**config.mk**
```make
export PLATFORM = sky130hd
export DESIGN_NAME = core_system_dma_master
export DESIGN_NICKNAME = d
export VERILOG_FILES = /design/src/rtl/core_system_dma_master.sv
export SDC_FILE = /design/constraint.sdc
export NUM_CORES = 1
export LEC_CHECK = 0
export CAP_MARGIN = 20
export CELL_PAD_IN_SITES_DETAIL_PLACEMENT = 2
export CELL_PAD_IN_SITES_GLOBAL_PLACEMENT = 2
export CORE_ASPECT_RATIO = 1.5
export CORE_MARGIN = 8
export CORE_UTILIZATION = 35
export CTS_BUF_LIST = sky130_fd_sc_hd__clkbuf_8 sky130_fd_sc_hd__clkbuf_16
export CTS_CLUSTER_DIAMETER = 40
export DETAILED_ROUTE_END_ITERATION = 10
export GPL_ROUTABILITY_DRIVEN = 1
export PLACE_DENSITY = 0.88
export REMOVE_ABC_BUFFERS = 1
export SYNTH_ARGS = -nofsm -noshare
export SYNTH_HDL_FRONTEND = slang
export SYNTH_SLANG_ARGS = --single-unit
```
**constraint.sdc**
```tcl
create_clock -name HCLK -period 8.7 [get_ports HCLK]
set_input_delay 1.74 -clock HCLK [delete_from_list [all_inputs] [get_ports HCLK]]
set_output_delay 1.74 -clock HCLK [all_outputs]
set_load 0.01 [all_outputs]
```
**src/rtl/core_system_dma_master.sv**
```systemverilog
// core_system_dma_master
// AHB-Lite bus master executing one descriptor per start: a run of
// pipelined 32-bit transfers from a start address. Reads land in a small
// FIFO that drains to a valid/ready stream. Write data is pulled from a
// valid/ready stream, one word per accepted write address.
//
// Ports:
//   HCLK, HRESET           clock, synchronous active-high reset
//   start, cfg_*           descriptor strobe and fields (taken while idle)
//   busy, done, error      status: in progress, completion pulse, sticky error
//   HADDR..HWDATA          AHB-Lite master request outputs
//   HREADY, HRDATA, HRESP  AHB-Lite slave response inputs
//   rd_data/valid/ready    read-data stream out of the FIFO
//   wr_data/valid/ready    write-data stream in
module core_system_dma_master #(
  parameter int FIFO_DEPTH = 4,
  parameter int LEN_W      = 16
) (
  input  logic             HCLK,
  input  logic             HRESET,
  input  logic             start,
  input  logic [31:0]      cfg_addr,
  input  logic [LEN_W-1:0] cfg_len,
  input  logic             cfg_write,
  input  logic             cfg_incr,
  output logic             busy,
  output logic             done,
  output logic             error,
  output logic [31:0]      HADDR,
  output logic [2:0]       HBURST,
  output logic [2:0]       HSIZE,
  output logic [1:0]       HTRANS,
  output logic             HWRITE,
  output logic [31:0]      HWDATA,
  input  logic             HREADY,
  input  logic [31:0]      HRDATA,
  input  logic             HRESP,
  output logic [31:0]      rd_data,
  output logic             rd_valid,
  input  logic             rd_ready,
  input  logic [31:0]      wr_data,
  input  logic             wr_valid,
  output logic             wr_ready
);

  localparam int AW = $clog2(FIFO_DEPTH);
  localparam int CW = AW + 1;

  localparam logic [1:0] TR_IDLE   = 2'd0;
  localparam logic [1:0] TR_BUSY   = 2'd1;
  localparam logic [1:0] TR_NONSEQ = 2'd2;
  localparam logic [1:0] TR_SEQ    = 2'd3;

  typedef enum logic [2:0] {
    S_IDLE = 3'd0,
    S_ADDR = 3'd1,
    S_LAST = 3'd2,
    S_DONE = 3'd3,
    S_ERR  = 3'd4
  } state_e;

  state_e           state_q, state_d;
  logic [31:0]      addr_q, addr_d;      // address of the next beat to issue
  logic [LEN_W-1:0] left_q, left_d;      // beats still to issue
  logic             write_q, write_d;
  logic             incr_q, incr_d;
  logic             first_q, first_d;    // next beat is the first of the descriptor
  logic             dph_q, dph_d;        // a beat is in its data phase
  logic             err_q, err_d;
  logic [31:0]      hwdata_q, hwdata_d;

  logic [31:0]      mem [FIFO_DEPTH];
  logic [AW-1:0]    wptr_q, rptr_q;
  logic [CW-1:0]    cnt_q;

  logic             err_now;
  logic             rd_out;
  logic [CW:0]      credit_sum;
  logic             issue_ok;
  logic             seq_ok;
  logic             push;
  logic             pop;
  logic [1:0]       htrans;
  logic             wr_take;

  // An ERROR response shows up first as HRESP=1 with HREADY=0.
  assign err_now    = dph_q && HRESP && !HREADY;
  // A read in its data phase already owns a FIFO slot.
  assign rd_out     = dph_q && !write_q;
  assign credit_sum = {1'b0, cnt_q} + {{CW{1'b0}}, rd_out};
  assign issue_ok   = write_q ? wr_valid : (credit_sum < (CW+1)'(FIFO_DEPTH));
  // Continuation of an INCR burst, unless the beat starts a new 1KB page.
  assign seq_ok     = incr_q && !first_q && (addr_q[9:0] != 10'd0);
  assign push       = dph_q && !write_q && HREADY && !HRESP;
  assign pop        = (cnt_q != '0) && rd_ready;

  always_comb begin
    state_d  = state_q;
    addr_d   = addr_q;
    left_d   = left_q;
    write_d  = write_q;
    incr_d   = incr_q;
    first_d  = first_q;
    err_d    = err_q;
    hwdata_d = hwdata_q;
    dph_d    = HREADY ? 1'b0 : dph_q;
    htrans   = TR_IDLE;
    wr_take  = 1'b0;
    case (state_q)
      S_IDLE: begin
        if (start) begin
          addr_d  = {cfg_addr[31:2], 2'b00};
          left_d  = cfg_len;
          write_d = cfg_write;
          incr_d  = cfg_incr;
          first_d = 1'b1;
          err_d   = 1'b0;
          state_d = (cfg_len == '0) ? S_DONE : S_ADDR;
        end
      end
      S_ADDR: begin
        if (err_now) begin
          state_d = S_ERR;
          err_d   = 1'b1;
        end else if (issue_ok) begin
          htrans = seq_ok ? TR_SEQ : TR_NONSEQ;
          if (HREADY) begin
            addr_d  = addr_q + 32'd4;
            left_d  = left_q - LEN_W'(1);
            first_d = 1'b0;
            dph_d   = 1'b1;
            if (write_q) begin
              wr_take  = 1'b1;
              hwdata_d = wr_data;
            end
            if (left_q == LEN_W'(1)) state_d = S_LAST;
          end
        end else begin
          // BUSY is only legal inside a burst that will continue with SEQ.
          htrans = seq_ok ? TR_BUSY : TR_IDLE;
        end
      end
      S_LAST: begin
        if (err_now) begin
          state_d = S_ERR;
          err_d   = 1'b1;
        end else if (!dph_q || HREADY) begin
          state_d = S_DONE;
        end
      end
      S_DONE: state_d = S_IDLE;
      S_ERR: begin
        if (HREADY) state_d = S_DONE;
      end
      default: begin
        state_d  = S_IDLE;
        addr_d   = '0;
        left_d   = '0;
        write_d  = 1'b0;
        incr_d   = 1'b0;
        first_d  = 1'b0;
        dph_d    = 1'b0;
        err_d    = 1'b0;
        hwdata_d = '0;
      end
    endcase
  end

  always_ff @(posedge HCLK) begin
    if (HRESET) begin
      state_q  <= S_IDLE;
      addr_q   <= '0;
      left_q   <= '0;
      write_q  <= 1'b0;
      incr_q   <= 1'b0;
      first_q  <= 1'b0;
      dph_q    <= 1'b0;
      err_q    <= 1'b0;
      hwdata_q <= '0;
      wptr_q   <= '0;
      rptr_q   <= '0;
      cnt_q    <= '0;
    end else begin
      state_q  <= state_d;
      addr_q   <= addr_d;
      left_q   <= left_d;
      write_q  <= write_d;
      incr_q   <= incr_d;
      first_q  <= first_d;
      dph_q    <= dph_d;
      err_q    <= err_d;
      hwdata_q <= hwdata_d;
      if (push) wptr_q <= wptr_q + AW'(1);
      if (pop)  rptr_q <= rptr_q + AW'(1);
      case ({push, pop})
        2'b10:   cnt_q <= cnt_q + CW'(1);
        2'b01:   cnt_q <= cnt_q - CW'(1);
        default: cnt_q <= cnt_q;
      endcase
    end
  end

  always_ff @(posedge HCLK) begin
    if (push) mem[wptr_q] <= HRDATA;
  end

  assign busy     = (state_q == S_ADDR) || (state_q == S_LAST) || (state_q == S_ERR);
  assign done     = (state_q == S_DONE);
  assign error    = err_q;
  assign HADDR    = addr_q;
  assign HBURST   = {2'b00, incr_q};
  assign HSIZE    = 3'b010;
  assign HTRANS   = htrans;
  assign HWRITE   = write_q;
  assign HWDATA   = hwdata_q;
  assign rd_data  = mem[rptr_q];
  assign rd_valid = (cnt_q != '0);
  assign wr_ready = wr_take;

endmodule

```
-- Word-level counts from Yosys, hierarchy flattened
Memories as Yosys holds them, arrays and structs flattened. A register that Yosys moved wholly into a read port is not among the register bits.
Cells that the tools add are included.
- register bits after elaboration: 95
- RAM bits: 128
- input bits: 121
- output and inout bits: 110
- logic and storage cells: 132
- memories kept: 1
- add/subtract/negate cells: 7
- order comparisons: 1
- equal/unequal tests: 18
- muxes and demuxes: 58
- bitwise operators: 4
- reductions and logical operators: 31
- memories (memory ; depth ; bits a word ; read ports ; clocked after Yosys merged registers in ; wr ports ; RTL line ; source):
    mem ; 4 ; 32 ; 1 ; 1 ; 1 ; 72 ; logic [31:0] mem [FIFO_DEPTH];
- operators by type and width (operator ; count):
    32-bit 2-to-1 mux ; 8
    32-bit case mux with 3 select lines ; 1
    16-bit 2-to-1 mux ; 4
    32-bit case mux with 2 select lines ; 1
    16-bit case mux with 3 select lines ; 1
    32-bit by 3-bit adder with 32-bit output (second input constant) ; 1
    3-bit 2-to-1 mux ; 8
    1-bit 2-to-1 mux ; 22
    16-bit by 1-bit equality test with 1-bit output (second input constant) ; 1
    16-bit logical NOT ; 1
    16-bit by 1-bit subtractor with 16-bit output (second input constant) ; 1
    2-bit 2-to-1 mux ; 6
    2-bit inequality test (second input constant) ; 6
    3-bit inequality test (second input constant) ; 4
    3-bit case mux with 4 select lines ; 1
    5-bit AND reduction ; 2
    10-bit nonzero test ; 1
    1-bit logical AND ; 8
    4-bit OR reduction ; 2
    3-bit by 2-bit equality test with 1-bit output (second input constant) ; 2
    1-bit case mux with 2 select lines ; 3
    1-bit case mux with 3 select lines ; 2
    3-bit case mux with 2 select lines ; 1
    6-bit AND reduction ; 1
    20 further kinds ; 31

-- Logic depth before layout (Yosys ltp)
- depth in word-level cells: 8
- depth in mapped cells: 10
- depth with buffers taken out: 9

-- Least setup slack after synthesis
Ideal clock, no wire load.
- path kind: input port to output port
- start: in HREADY
- end: out HTRANS[0]
- arrival: 2552 ps
- required time: 6960 ps
- slack: 4408 ps
- cell stages on the path: 4
- buffers on the path: 1
- cells stage by stage: buf_4 > nand3b_1 > nand2_1 > nor4b_1
- longest elaborated chain between the ends: 4
- RTL lines (item ; RTL line ; source):
    start, declared ; 35 ; input logic HREADY,
    1-bit logical NOT ; 87 ; assign err_now = dph_q && HRESP && !HREADY;
    1-bit logical AND ; 87 ;
    2-bit 2-to-1 mux ; 122 ; if (err_now) begin
    2-bit 2-to-1 mux ; 109 ; case (state_q)
    end, declared ; 32 ; output logic [1:0] HTRANS,
No other way between the ends.

-- Worst setup path after layout
Ends and elaborated chain as after synthesis.

==> results.sh <==
export IMPL_cts_clk_slew_worst_paths_ns=0.05
export IMPL_layout_min_cycle_time_ns=5.48
export IMPL_drive_above_1_share_pct=11.1
export IMPL_peakVddDrop_v=0.000161
export IMPL_die_w_um=151
export IMPL_hp_class="flip-flop to flip-flop"
export IMPL_core_um2=27100
export IMPL_max_cap_violations=0
export IMPL_die_y_um=219
export IMPL_cts_max_path_buffers=3
export IMPL_grt_pass1_vias=8740
export IMPL_hpwl_um=23800
export IMPL_instances_no_fill=1408
export IMPL_timing_critical_path_mode_cell="clkdlybuf4s50_1"
export IMPL_outcome="finished clean"
export IMPL_avgSynthCellArea_um2=11.7
export IMPL_worst_clock_skew_ns=0.0280
export IMPL_h_tree_depth=2
export IMPL_required_ns=6.96
export IMPL_layout_area_seq_um2=5750
export IMPL_period_share_pct=63.0
export IMPL_slew_viol_final=0
export IMPL_drtIter0Drc=316
export IMPL_syn_area_um2=9620
export IMPL_multi_input_area_um2=3580
export IMPL_dieArea_um2=33100
export IMPL_path_class="input port to output port"
export IMPL_hold_violations=0
export IMPL_slowest_delay_ns=0.63
export IMPL_numPortBuffers=221
export IMPL_row_count=74
export IMPL_first_pass_iters=5
export IMPL_critPathMaxFanout=9
export IMPL_tritoncts="yes"
export IMPL_arrival_ns=3.74
export IMPL_final_area_um2=13300
export IMPL_postRouteAntennaNets=0
export IMPL_synth_edff_count=128
export IMPL_num_vias=7792
export IMPL_dpl_cell_area_um2=12100
export IMPL_insertion_delay_ns=0.51
export IMPL_post_synth_top_area_cell="edfxtp_1"
export IMPL_synth_top_cell_area_share_pct=40.0
export IMPL_numClockSinks=223
export IMPL_io_pin_count=231
export IMPL_route_detailed_drc=0
export IMPL_cts_resized=0
export IMPL_max_slew_margin_pct=38.2
export IMPL_ys_ff_latch=223
export IMPL_final_common_cell="clkdlybuf4s50_1"
export IMPL_post_drt_via_cell_ratio=5.53
export IMPL_yosysWarnings=0
export IMPL_path_buf_inv=2
export IMPL_timing_fmax_ghz=0.183
export IMPL_hold_buffers=0
export IMPL_syn_inst=822
export IMPL_grt_max_degree=59
export IMPL_tns_ns=0
export IMPL_finalSetupViolations=0
export IMPL_dp_cells=1346
export IMPL_globalplace_congestion=0.812
export IMPL_synthToLayoutAreaGrowth_pct=37.9
export IMPL_final_cell_mix="clkdlybuf4s50_1 (220), edfxtp_1 (128), dfxtp_1 (94)"
export IMPL_power_density_nw_per_um2=251
export IMPL_nFillCells=2707
export IMPL_grt_remaining_overflow=0
export IMPL_clock_root_buffer="clkbuf_16"
export IMPL_netlist_top_cells_area="edfxtp_1 (40%), dfxtp_1 (20%), mux4_2 (7.5%), a21oi_1 (4.0%), nor2_1 (2.8%)"
export IMPL_slowest_stage="clkdlybuf4s50_1"
export IMPL_leakage_nw=4.42
export IMPL_rsz0062_at_grt="false"
export IMPL_wl_per_cell_um=24.7
export IMPL_seq_area_frac_synth_pct=59.8
export IMPL_tightest_slew_ns=0.925
export IMPL_final_nets=1172
export IMPL_cp_end_kind="output port"
export IMPL_wirelength_um=34800
export IMPL_crit_chain="clkdlybuf4s50_1 > nand3b_1 > nand2_1 > nor4b_1 > clkdlybuf4s50_1"
export IMPL_ys_flop_type="edfxtp_1"
export IMPL_critPathLaunchType="input port"
export IMPL_critical_path_top_delay_family="buffers and inverters"
export IMPL_cts_buffers=34
export IMPL_report_power_total_mw=3.33
export IMPL_grt_usage_pct=20.6
export IMPL_postCtsSetupBuffers=0
export IMPL_synthDistinctLibCells=63
export IMPL_grt_first_pass_wirelength_um=52300
export IMPL_initial_core_util_pct=35.4
export IMPL_synthArstFlopShare_pct=0
export IMPL_grt_antenna_before_repair=2
[per-layer routing]
| layer | global-route usage (%) | wire length (µm) | vias up |
|---|---|---|---|
| met3 | 5.03 | 2390 | 60 |
| met1 | 22.6 | 13100 | 3942 |
| met2 | 37.5 | 18400 | 259 |
| met5 | 0 | 27 | - |
| li1 | - | - | 3527 |
| met4 | 6.92 | 929 | 4 |
[sequential cells by signal, summed over array words and instances (netlist names), named ones only]
| register | cells |
|---|---|
| dph_q | 1 |
| error | 1 |
| HADDR | 30 |
| left_q | 16 |
| incr_q | 1 |
| HWRITE | 1 |
| wptr_q | 2 |
| mem | 128 |
| rptr_q | 2 |
| state_q | 3 |
| first_q | 1 |
| HWDATA | 32 |
| cnt_q | 3 |
[synthesized netlist by cell type (10+ instances only)]
cell type / instances
a21oi_1: 76
a22oi_1: 11
a31oi_1: 10
and2_1: 10
clkbuf_1: 39
dfxtp_1: 95
edfxtp_1: 128
inv_1: 14
mux4_2: 32
nand2_1: 71
nand3_1: 48
nor2_1: 72
nor3_1: 14
nor4_1: 19
o21ai_1: 21
xor2_1: 11
[worst paths after layout]
check / end / cells past startpoint / from / slack (ns)
setup / recovery: HTRANS[0] / 5 / HREADY / 3.22
hold / removal: HWDATA[16]$_SDFFE_PP0P_ / 2 / HWDATA[16]$_SDFFE_PP0P_ / 0.45
setup reg to reg: HADDR[13]$_SDFFE_PP0P_ / 7 / state_q[2]$_SDFFE_PP0P_ / 5.49
hold reg to reg: HWDATA[16]$_SDFFE_PP0P_ / 2 / HWDATA[16]$_SDFFE_PP0P_ / 0.45
[logic make-up (layout without fill, tap and decap cells)]
kind of cell	after synthesis	count (layout)	synth area share, %
multiplexers	35	35	7.83
AO/OA/AOI/OAI	168	168	10.9
other	2	8	0.0781
buffers and inverters	75	313	3.37
AND/OR/NAND/NOR	290	290	14.9
adder cells (fa/ha/maj)	10	10	1.38
flip-flops	223	223	59.8
XOR/XNOR	19	19	1.73
[per-stage QoR]
stage	worst slack (ns)	hold slack [ns]	utilization (%)
after floorplan	1.58	0.458	-
after global placement	3.19	0.437	44.8
after detailed placement	3.22	0.448	44.8
after CTS	3.19	0.457	48.9
after global routing	3.11	0.469	48.9
final	3.22	0.452	48.9
[power breakdown]
part           switching (mW)  internal (mW)  total (mW)  leakage, nW
clock network           0.514          0.814        1.33        0.565
registers              0.0962           1.18        1.27         1.92
logic                   0.415          0.308       0.723         1.93
total                    1.03           2.30        3.33         4.42
[worst reg2reg max path: stages (launching register included)]
cell,delay [ns]
dfxtp_1,0.59
nor4b_2,0.35
buf_4,0.56
a21oi_1,0.17
a21bo_2,0.37
buf_4,0.29
or4_1,0.61
a211oi_2,0.19
[layout make-up]
class | count | area share [%]
clock buffers | 39 | 7.10
flip-flops and latches | 223 | 43.3
repair buffers | 237 | 17.5
diodes | 1 | 0.0189
well taps | 342 | 3.23
inverters | 16 | 0.453
multi-input cells | 529 | 27.0
clock inverters | 21 | 1.29
Note: power is estimated with default switching activity, not from simulation.
